`config.mk`:
```
export PLATFORM = sky130hd
export DESIGN_NAME = fetch_stage_flat
export DESIGN_NICKNAME = d
export VERILOG_FILES = /design/src/rtl/fetch_stage_if.sv /design/src/rtl/fetch_stage.sv /design/src/flat_wrapper.sv
export SDC_FILE = /design/constraint.sdc
export NUM_CORES = 1
export LEC_CHECK = 0
export ABC_AREA = 1
export CAP_MARGIN = 30
export CORE_MARGIN = 1.5
export CORE_UTILIZATION = 55
export CTS_BUF_LIST = sky130_fd_sc_hd__clkbuf_4
export DETAILED_ROUTE_END_ITERATION = 10
export PLACE_DENSITY = 0.9
export SETUP_SLACK_MARGIN = 0.4
export SLEW_MARGIN = 30
export SYNTH_ARGS = -nofsm -noshare
export SYNTH_HDL_FRONTEND = slang
export SYNTH_SLANG_ARGS = --single-unit
```
`constraint.sdc`:
```
create_clock -name clk -period 3.56 [get_ports clk]
set_input_delay 0.712 -clock clk [delete_from_list [all_inputs] [get_ports clk]]
set_output_delay 0.712 -clock clk [all_outputs]
set_load 0.02 [all_outputs]
```
`src/rtl/fetch_stage_if.sv`:
```
// rtl/fetch_stage_if.sv - shared instruction-memory request/ack bus
interface fetch_stage_if;
  logic        imem_req;
  logic [15:0] imem_addr;
  logic        imem_ack;
  logic [15:0] imem_rdata;

  modport master (output imem_req, imem_addr, input imem_ack, imem_rdata);
  modport slave  (input imem_req, imem_addr, output imem_ack, imem_rdata);
endinterface

```
`src/rtl/fetch_stage.sv`:
```
// rtl/fetch_stage.sv - instruction fetch stage: PC, imem handshake, IF/ID latch
module fetch_stage #(
  parameter logic [15:0] RESET_PC  = 16'h0000,
  parameter logic [15:0] NOP_INSTR = 16'h0800
) (
  input  logic               clk,
  input  logic               rst,
  input  logic               redirect,
  input  logic [15:0]        redirect_pc,
  input  logic               stall,
  input  logic               mem_busy,
  fetch_stage_if.master      imem,
  output logic [15:0]        id_instruction,
  output logic [15:0]        id_pc_plus2,
  output logic               id_valid,
  output logic               fetch_busy
);

  typedef enum logic [1:0] {BOOT, REQ, HOLD} state_t;

  state_t      state, stateNext;
  logic [15:0] pc, pcNext;
  logic [15:0] skidInstr, skidInstrNext;
  logic [15:0] skidPcPlus2, skidPcPlus2Next;
  logic [15:0] idInstrNext, idPcPlus2Next;
  logic        idValidNext;
  logic [15:0] pcPlus2;
  logic        xfer;

  assign pcPlus2        = pc + 16'd2;
  assign imem.imem_req  = (state == REQ) && !mem_busy;
  assign imem.imem_addr = pc;
  assign xfer           = imem.imem_req && imem.imem_ack;
  assign fetch_busy     = (state == REQ) && !xfer;

  always_ff @(posedge clk or negedge rst) begin
    if (!rst) begin
      state          <= BOOT;
      pc             <= RESET_PC;
      skidInstr      <= '0;
      skidPcPlus2    <= '0;
      id_instruction <= NOP_INSTR;
      id_pc_plus2    <= RESET_PC;
      id_valid       <= 1'b0;
    end else begin
      state          <= stateNext;
      pc             <= pcNext;
      skidInstr      <= skidInstrNext;
      skidPcPlus2    <= skidPcPlus2Next;
      id_instruction <= idInstrNext;
      id_pc_plus2    <= idPcPlus2Next;
      id_valid       <= idValidNext;
    end
  end

  always_comb begin
    stateNext       = state;
    pcNext          = pc;
    skidInstrNext   = skidInstr;
    skidPcPlus2Next = skidPcPlus2;
    idInstrNext     = id_instruction;
    idPcPlus2Next   = id_pc_plus2;
    idValidNext     = id_valid;

    // A redirect flushes everything, including a word acked this same cycle.
    if (redirect) begin
      pcNext          = redirect_pc;
      idInstrNext     = NOP_INSTR;
      idValidNext     = 1'b0;
      skidInstrNext   = '0;
      skidPcPlus2Next = '0;
      stateNext       = REQ;
    end else begin
      case (state)
        BOOT: stateNext = REQ;
        REQ: begin
          if (xfer) begin
            pcNext = pcPlus2;
            if (stall) begin
              skidInstrNext   = imem.imem_rdata;
              skidPcPlus2Next = pcPlus2;
              stateNext       = HOLD;
            end else begin
              idInstrNext   = imem.imem_rdata;
              idPcPlus2Next = pcPlus2;
              idValidNext   = 1'b1;
            end
          end else if (!stall) begin
            idInstrNext = NOP_INSTR;
            idValidNext = 1'b0;
          end
        end
        HOLD: begin
          if (!stall) begin
            idInstrNext   = skidInstr;
            idPcPlus2Next = skidPcPlus2;
            idValidNext   = 1'b1;
            stateNext     = REQ;
          end
        end
        default: stateNext = BOOT;
      endcase
    end
  end

endmodule
```
`src/flat_wrapper.sv`:
```
// flat-port wrapper written by rule: the top's interface ports become plain ports
module fetch_stage_flat 
#(
  parameter logic [15:0] RESET_PC  = 16'h0000,
  parameter logic [15:0] NOP_INSTR = 16'h0800
)
  (clk, rst, redirect, redirect_pc, stall, mem_busy, id_instruction, id_pc_plus2, id_valid, fetch_busy, imem_imem_req, imem_imem_addr, imem_imem_ack, imem_imem_rdata);
  fetch_stage_if imem_i ();
  input  logic clk;
  input  logic rst;
  input  logic redirect;
  input  logic [15:0] redirect_pc;
  input  logic stall;
  input  logic mem_busy;
  output logic [15:0] id_instruction;
  output logic [15:0] id_pc_plus2;
  output logic id_valid;
  output logic fetch_busy;
  output wire logic [$bits(imem_i.imem_req)-1:0] imem_imem_req;
  output wire logic [$bits(imem_i.imem_addr)-1:0] imem_imem_addr;
  input wire logic [$bits(imem_i.imem_ack)-1:0] imem_imem_ack;
  input wire logic [$bits(imem_i.imem_rdata)-1:0] imem_imem_rdata;
  assign imem_imem_req = imem_i.imem_req;
  assign imem_imem_addr = imem_i.imem_addr;
  assign imem_i.imem_ack = imem_imem_ack;
  assign imem_i.imem_rdata = imem_imem_rdata;
  fetch_stage #(.RESET_PC(RESET_PC), .NOP_INSTR(NOP_INSTR)) u_core (.clk(clk), .rst(rst), .redirect(redirect), .redirect_pc(redirect_pc), .stall(stall), .mem_busy(mem_busy), .imem(imem_i), .id_instruction(id_instruction), .id_pc_plus2(id_pc_plus2), .id_valid(id_valid), .fetch_busy(fetch_busy));
endmodule
```
==> impl_metrics.env, run 1 <==
export IMPL_final_setup_worst_slack_ns=0.655
export IMPL_ys_flop_type="dfrtp_1"
export IMPL_fin_crit_sh_pct=81.6
export IMPL_post_cts_repair_setup_buffers=0
export IMPL_diodes=0
export IMPL_clockBufferDepth=2
export IMPL_clk_pin_slew_worst_paths_ns=0.15
export IMPL_io_pins=89
export IMPL_number_of_failing_hold_endpoints_at_the_final_stage=0
export IMPL_cts_buffers=9
export IMPL_number_of_sinks_handled_by_clock_tree_synthesis=83
export IMPL_cts_root_buffer="clkbuf_4"
export IMPL_detailedRoute_firstIterationViolations=289
export IMPL_num_vias=3856
export IMPL_post_route_min_period_ns=2.90
export IMPL_grt_antenna_before_repair=0
export IMPL_rr_startpoint="u_core.state[0]$_DFFE_PN0P_"
export IMPL_max_cap_violations=0
export IMPL_result_of_the_run="complete, no violations"
export IMPL_worst_ep_required_time_ns=2.85
export IMPL_drtAntennaViolNets=0
export IMPL_first_global_vias=3486
export IMPL_post_synth_instance_area_um2=4080
export IMPL_final_max_slew_viol_count=0
export IMPL_initial_core_util_pct=56.5
export IMPL_die_area_um2=7940
export IMPL_core_um2=7210
export IMPL_tritoncts_clock_tree="built"
export IMPL_worst_setup_path_start_kind="input pin"
export IMPL_fin_setup_tns_ns=0
export IMPL_worstSetupEndpointType="output pin"
export IMPL_post_route_cells_drive_above_1_share_pct=5.25
export IMPL_total_leakage_power_nw=2.54
export IMPL_synth_warnings=0
export IMPL_grt_start_max_net_pins=84
export IMPL_clk_insertion_delay_late_ns=0.44
export IMPL_dpl_hpwl_um=6980
export IMPL_htree_levels=3
export IMPL_netlist_instances=541
export IMPL_routed_via_density=5.30
export IMPL_dp_cells=712
export IMPL_track_usage_pct=27.0
export IMPL_cts_repair_resized=0
export IMPL_worst_ep_arrival_time_ns=2.19
export IMPL_dominant_cell_type_by_area_after_synthesis="dfrtp_1"
export IMPL_die_width_um=89.1
export IMPL_synth_enable_flop_cells=0
export IMPL_hp_class="in2async"
export IMPL_sequential_cell_area_um2=2080
export IMPL_die_y_um=89.1
export IMPL_synth_cell_types=31
export IMPL_report_power_total_w=0.00294
export IMPL_fillerInstances=565
export IMPL_gpl_final_weighted_congestion=0.955
export IMPL_rsz0062_at_grt="false"
export IMPL_ratio_of_total_power_to_cell_area_nw_per_um2=565
export IMPL_drt_pass1_iter_count=5
export IMPL_finish_cell_count_without_fillers=728
export IMPL_timing_reg2reg_worst_path_depth=9
export IMPL_multi_input_area_um2=1700
export IMPL_area_growth_syn_to_layout_pct=27.8
export IMPL_timing_rr_end="u_core.id_pc_plus2[14]$_DFFE_PN0P_"
export IMPL_wl_per_cell_um=13.8
export IMPL_final_setup_skew_ns=0.0191
export IMPL_total_nets_after_synthesis=580
export IMPL_placement_setup_worst_slack_ns=0.656
export IMPL_ys_async_sr_fraction_pct=100
export IMPL_grt_ovf=0
export IMPL_postRouteWirelength_um=10000
export IMPL_max_slew_worst_pin_slew_ns=0.751
export IMPL_max_slew_margin_pct=49.8
export IMPL_rrSetupSlack_ns=1.84
export IMPL_ys_seq_elements=83
export IMPL_critPathMaxFanout=6
export IMPL_row_count=31
export IMPL_syn_area_per_cell_um2=7.54
export IMPL_detail_route_drc_violations=0
export IMPL_ys_seq_area_share_pct=51.0
export IMPL_buffer_ports_inserted=88
export IMPL_synthTopCellsByArea="dfrtp_1 50%, nand2_1 20%, o21ai_0 7.4%"
export IMPL_fin_nets=663
export IMPL_achievable_frequency_ghz=0.344
export IMPL_start_to_end_type_of_the_worst_setup_path="in2out"
export IMPL_cts_hold_fix_buffers=0
export IMPL_synth_top_area_share_pct=50.3
export IMPL_global_route_wire_length_before_repair_um=16300
export IMPL_setup_viol=0
export IMPL_power_ir_vdd_worst_v=0.000293
[flip-flops by register name, indices dropped and copies added (netlist names)]
name	cells
u_core.skidPcPlus2	16
u_core.id_pc_plus2	16
u_core.id_valid	1
u_core.imem.imem_addr	16
u_core.skidInstr	16
u_core.state	2
u_core.id_instruction	16
[cells in the final DEF (no fill, tap or decap), types with 3 or more instances in the layout]
cell and count:
nand2_1 220, clkdlybuf4s50_1 87, dfrtp_1 82, o21ai_0 60, inv_1 49, nand3_1 42
nor2_1 33, clkbuf_4 9, nand4_1 6, buf_4 5, o211ai_1 4, nand2_2 3
xnor2_1 3, a21oi_1 3, bufinv_16 3, inv_6 3
[worst max-delay path by stage]
stage,from,endpoint,slack (ns)
after floorplan,mem_busy,fetch_busy,1.67
final,mem_busy,fetch_busy,0.66
after CTS,mem_busy,fetch_busy,0.65
after global routing,mem_busy,fetch_busy,0.61
after global placement,mem_busy,fetch_busy,0.69
after detailed placement,mem_busy,fetch_busy,0.66
[logic make-up (layout without fill, tap and decap cells)]
family,after synthesis,in the layout,share of synthesized area (%)
DFF,83,83,51.0
buffers and inverters,72,160,7.33
and+or+nand+nor,311,311,31.4
adders and majority gates,1,1,0.307
AOI/OAI and AO/OA,70,70,9.17
xor gates and xnor gates,4,4,0.859
[Yosys cell counts, types with 3 or more instances]
cell and n:
nand2_1 220, dfrtp_1 82, o21ai_0 60, inv_1 49, nand3_1 42, nor2_1 33
buf_2 13, nand4_1 6, o211ai_1 4, a21oi_1 3, clkbuf_1 3, nand2_2 3
xnor2_1 3
[power breakdown]
group          switching [W]  total (W)  internal [W]  leakage [nW]
combinational       0.000560   0.000985      0.000425          1.35
clock               0.000354   0.000721      0.000368         0.103
sequential          0.000121    0.00124       0.00112          1.09
total                0.00103    0.00294       0.00191          2.54
[final cells by class]
type | count | share of cell area, %
inverters | 51 | 3.72
repair buffers | 93 | 17.6
multi-input cells | 386 | 32.6
well taps | 99 | 2.38
clock inverters | 7 | 2.45
clock buffers | 9 | 1.30
flip-flops and latches | 83 | 39.9
[metrics by stage]
stage | util [%] | instance area, um^2 | hold WS [ns]
6_report | 72.3 | 5210 | 0.286
5_1_grt | 72.3 | 5210 | 0.326
4_1_cts | 72.3 | 5210 | 0.312
3_5_place_dp | 69.5 | 5020 | 0.466
3_3_place_gp | 69.5 | 5010 | 0.459
2_1_floorplan | - | 4080 | 0.416
[metal layers]
layer	wire length, um	vias to the layer above	global-route usage (%)
met2	4700	172	42.4
met5	0	-	0
met4	160	0	10.2
li1	-	1868	-
met3	694	17	4.43
met1	4460	1799	38.1
[critical path, stage by stage]
cell and delay [ns]:
clkdlybuf4s50_1 0.58, nor2_4 0.07, nand2_4 0.10, nand2_2 0.08
inv_1 0.06, clkdlybuf4s50_1 0.59
Power figures use the tool's default switching activity.
==> run 2: changes to the inputs <==
- CORE_UTILIZATION: 55 -> 53
- PLACE_DENSITY: 0.9 -> 0.87
- clock period: 3.56 -> 2.73 ns (I/O delays scaled with it)
==> impl_metrics.env, run 2 (synthesis gave the netlist of run 1 again) <==
export IMPL_drt_pass1_iter_count=5
export IMPL_timing_reg2reg_worst_path_depth=8
export IMPL_final_setup_skew_ns=0.0214
export IMPL_total_leakage_power_nw=2.54
export IMPL_ratio_of_total_power_to_cell_area_nw_per_um2=712
export IMPL_dpl_hpwl_um=7150
export IMPL_routed_via_density=5.30
export IMPL_postRouteWirelength_um=10100
export IMPL_mostFrequentLayoutCell="nand2_1"
export IMPL_start_to_end_type_of_the_worst_setup_path="in2out"
export IMPL_cts_buffers=9
export IMPL_share_comb_of_total_power_pct=34.8
export IMPL_area_growth_syn_to_layout_pct=27.5
export IMPL_max_cap_violations=0
export IMPL_timing_rr_end="u_core.skidPcPlus2[6]$_DFFE_PN0P_"
export IMPL_power_net_switching_w=0.00139
export IMPL_number_of_sinks_handled_by_clock_tree_synthesis=83
export IMPL_core_um2=7330
export IMPL_p_clk_share_pct=21.6
export IMPL_track_usage_pct=26.1
export IMPL_worstSetupEndpointType="output pin"
export IMPL_grt_ovf=0
export IMPL_detailed_place_area_um2=5050
export IMPL_rsz0062_at_grt="false"
export IMPL_wl_per_cell_um=13.9
export IMPL_diodes=0
export IMPL_fin_nets=666
export IMPL_tritoncts_clock_tree="built"
export IMPL_clockBufferDepth=2
export IMPL_power_internal_w=0.00231
export IMPL_htree_levels=3
export IMPL_clk_insertion_delay_late_ns=0.46
export IMPL_grt_antenna_before_repair=0
export IMPL_post_route_min_period_ns=2.16
export IMPL_row_count=31
export IMPL_dp_cells=715
export IMPL_rrSetupSlack_ns=0.96
export IMPL_die_y_um=90.7
export IMPL_rr_startpoint="u_core.state[1]$_DFFE_PN0P_"
export IMPL_worst_ep_required_time_ns=2.18
export IMPL_layout_cell_area_non_filler_um2=5200
export IMPL_hp_class="in2async"
export IMPL_buffer_ports_inserted=88
export IMPL_sw_frac_of_total_pct=37.5
export IMPL_achievable_frequency_ghz=0.462
export IMPL_die_width_um=90.7
export IMPL_worst_setup_path_start_kind="input pin"
export IMPL_seq_power_share_pct=43.5
export IMPL_mostFrequentLayoutCells="220 x nand2_1, 85 x clkdlybuf4s50_1, 82 x dfrtp_1"
export IMPL_final_max_slew_viol_count=0
export IMPL_gpl_final_weighted_congestion=0.912
export IMPL_global_route_wire_length_before_repair_um=17200
export IMPL_number_of_failing_hold_endpoints_at_the_final_stage=0
export IMPL_critPathMaxFanout=6
export IMPL_drtAntennaViolNets=0
export IMPL_power_ir_vdd_worst_v=0.000356
export IMPL_fin_crit_sh_pct=79.3
export IMPL_initial_core_util_pct=55.6
export IMPL_worst_ep_arrival_time_ns=1.62
export IMPL_result_of_the_run="complete, no violations"
export IMPL_detail_route_drc_violations=0
export IMPL_detailedRoute_firstIterationViolations=314
export IMPL_first_global_vias=3548
export IMPL_max_slew_margin_pct=54.3
export IMPL_max_slew_worst_pin_slew_ns=0.685
export IMPL_grt_start_max_net_pins=54
export IMPL_post_route_cells_drive_above_1_share_pct=5.85
export IMPL_cts_root_buffer="clkbuf_4"
export IMPL_fin_setup_tns_ns=0
export IMPL_io_pins=89
export IMPL_finish_cell_count_without_fillers=731
export IMPL_clk_pin_slew_worst_paths_ns=0.17
export IMPL_die_area_um2=8230
export IMPL_setup_viol=0
export IMPL_num_vias=3872
export IMPL_report_power_total_w=0.00370
[run 2: metrics by stage]
stage | setup WS (ns) | hold WS (ns) | utilization [%]
after floorplan | 1.17 | 0.250 | -
after global placement | 0.165 | 0.459 | 68.9
after detailed placement | 0.133 | 0.466 | 68.9
after CTS | 0.404 | 0.132 | 71.0
after global routing | 0.537 | 0.162 | 70.9
final | 0.566 | 0.110 | 70.9
[run 2: per-layer routing]
metal	routed length, um	global-route usage (%)	part of all wire [%]	vias up
met5	0	0	0	-
met4	188	8.73	1.9	0
met3	559	3.37	5.5	17
met2	4590	40.0	45	147
met1	4790	38.2	47	1820
li1	-	-	-	1888
[run 2: power groups by stage]
stage                     logic, W  clock network [W]  registers [W]
after global placement     0.00127                  0        0.00163
final                      0.00129           0.000800        0.00161
after global routing       0.00140           0.000860        0.00164
after floorplan           0.000469                  0        0.00184
after detailed placement   0.00130                  0        0.00163
after CTS                  0.00130           0.000802        0.00161
[run 2: cell type report]
class | count | area [um^2]
tap | 99 | 124
clock inverter | 7 | 88.8
fill | 580 | 2130
clock buffer | 9 | 67.6
multi-input combinational | 386 | 1700
inverter | 51 | 194
timing repair buffer | 96 | 945
sequential | 83 | 2080
[run 2: repair_timing]
action                     4_1_cts  5_1_grt
hold buffers                     0        0
gates resized for setup          2        2
setup endpoints to repair        2        1
setup buffers                    0        0
[run 2: worst max path at each step]
stage	startpoint	end	slack (ns)	depth (start not counted)
after floorplan	mem_busy	fetch_busy	1.17	4
after global placement	mem_busy	fetch_busy	0.17	6
after detailed placement	mem_busy	fetch_busy	0.13	6
after CTS	mem_busy	fetch_busy	0.40	6
after global routing	mem_busy	fetch_busy	0.54	6
final	mem_busy	fetch_busy	0.57	6
[run 2: worst max-delay path: stages]
cell             delay [ns]
clkdlybuf4s50_1        0.57
nor2_4                 0.07
nand2_4                0.11
nand2_2                0.08
inv_1                  0.07
clkbuf_2               0.17
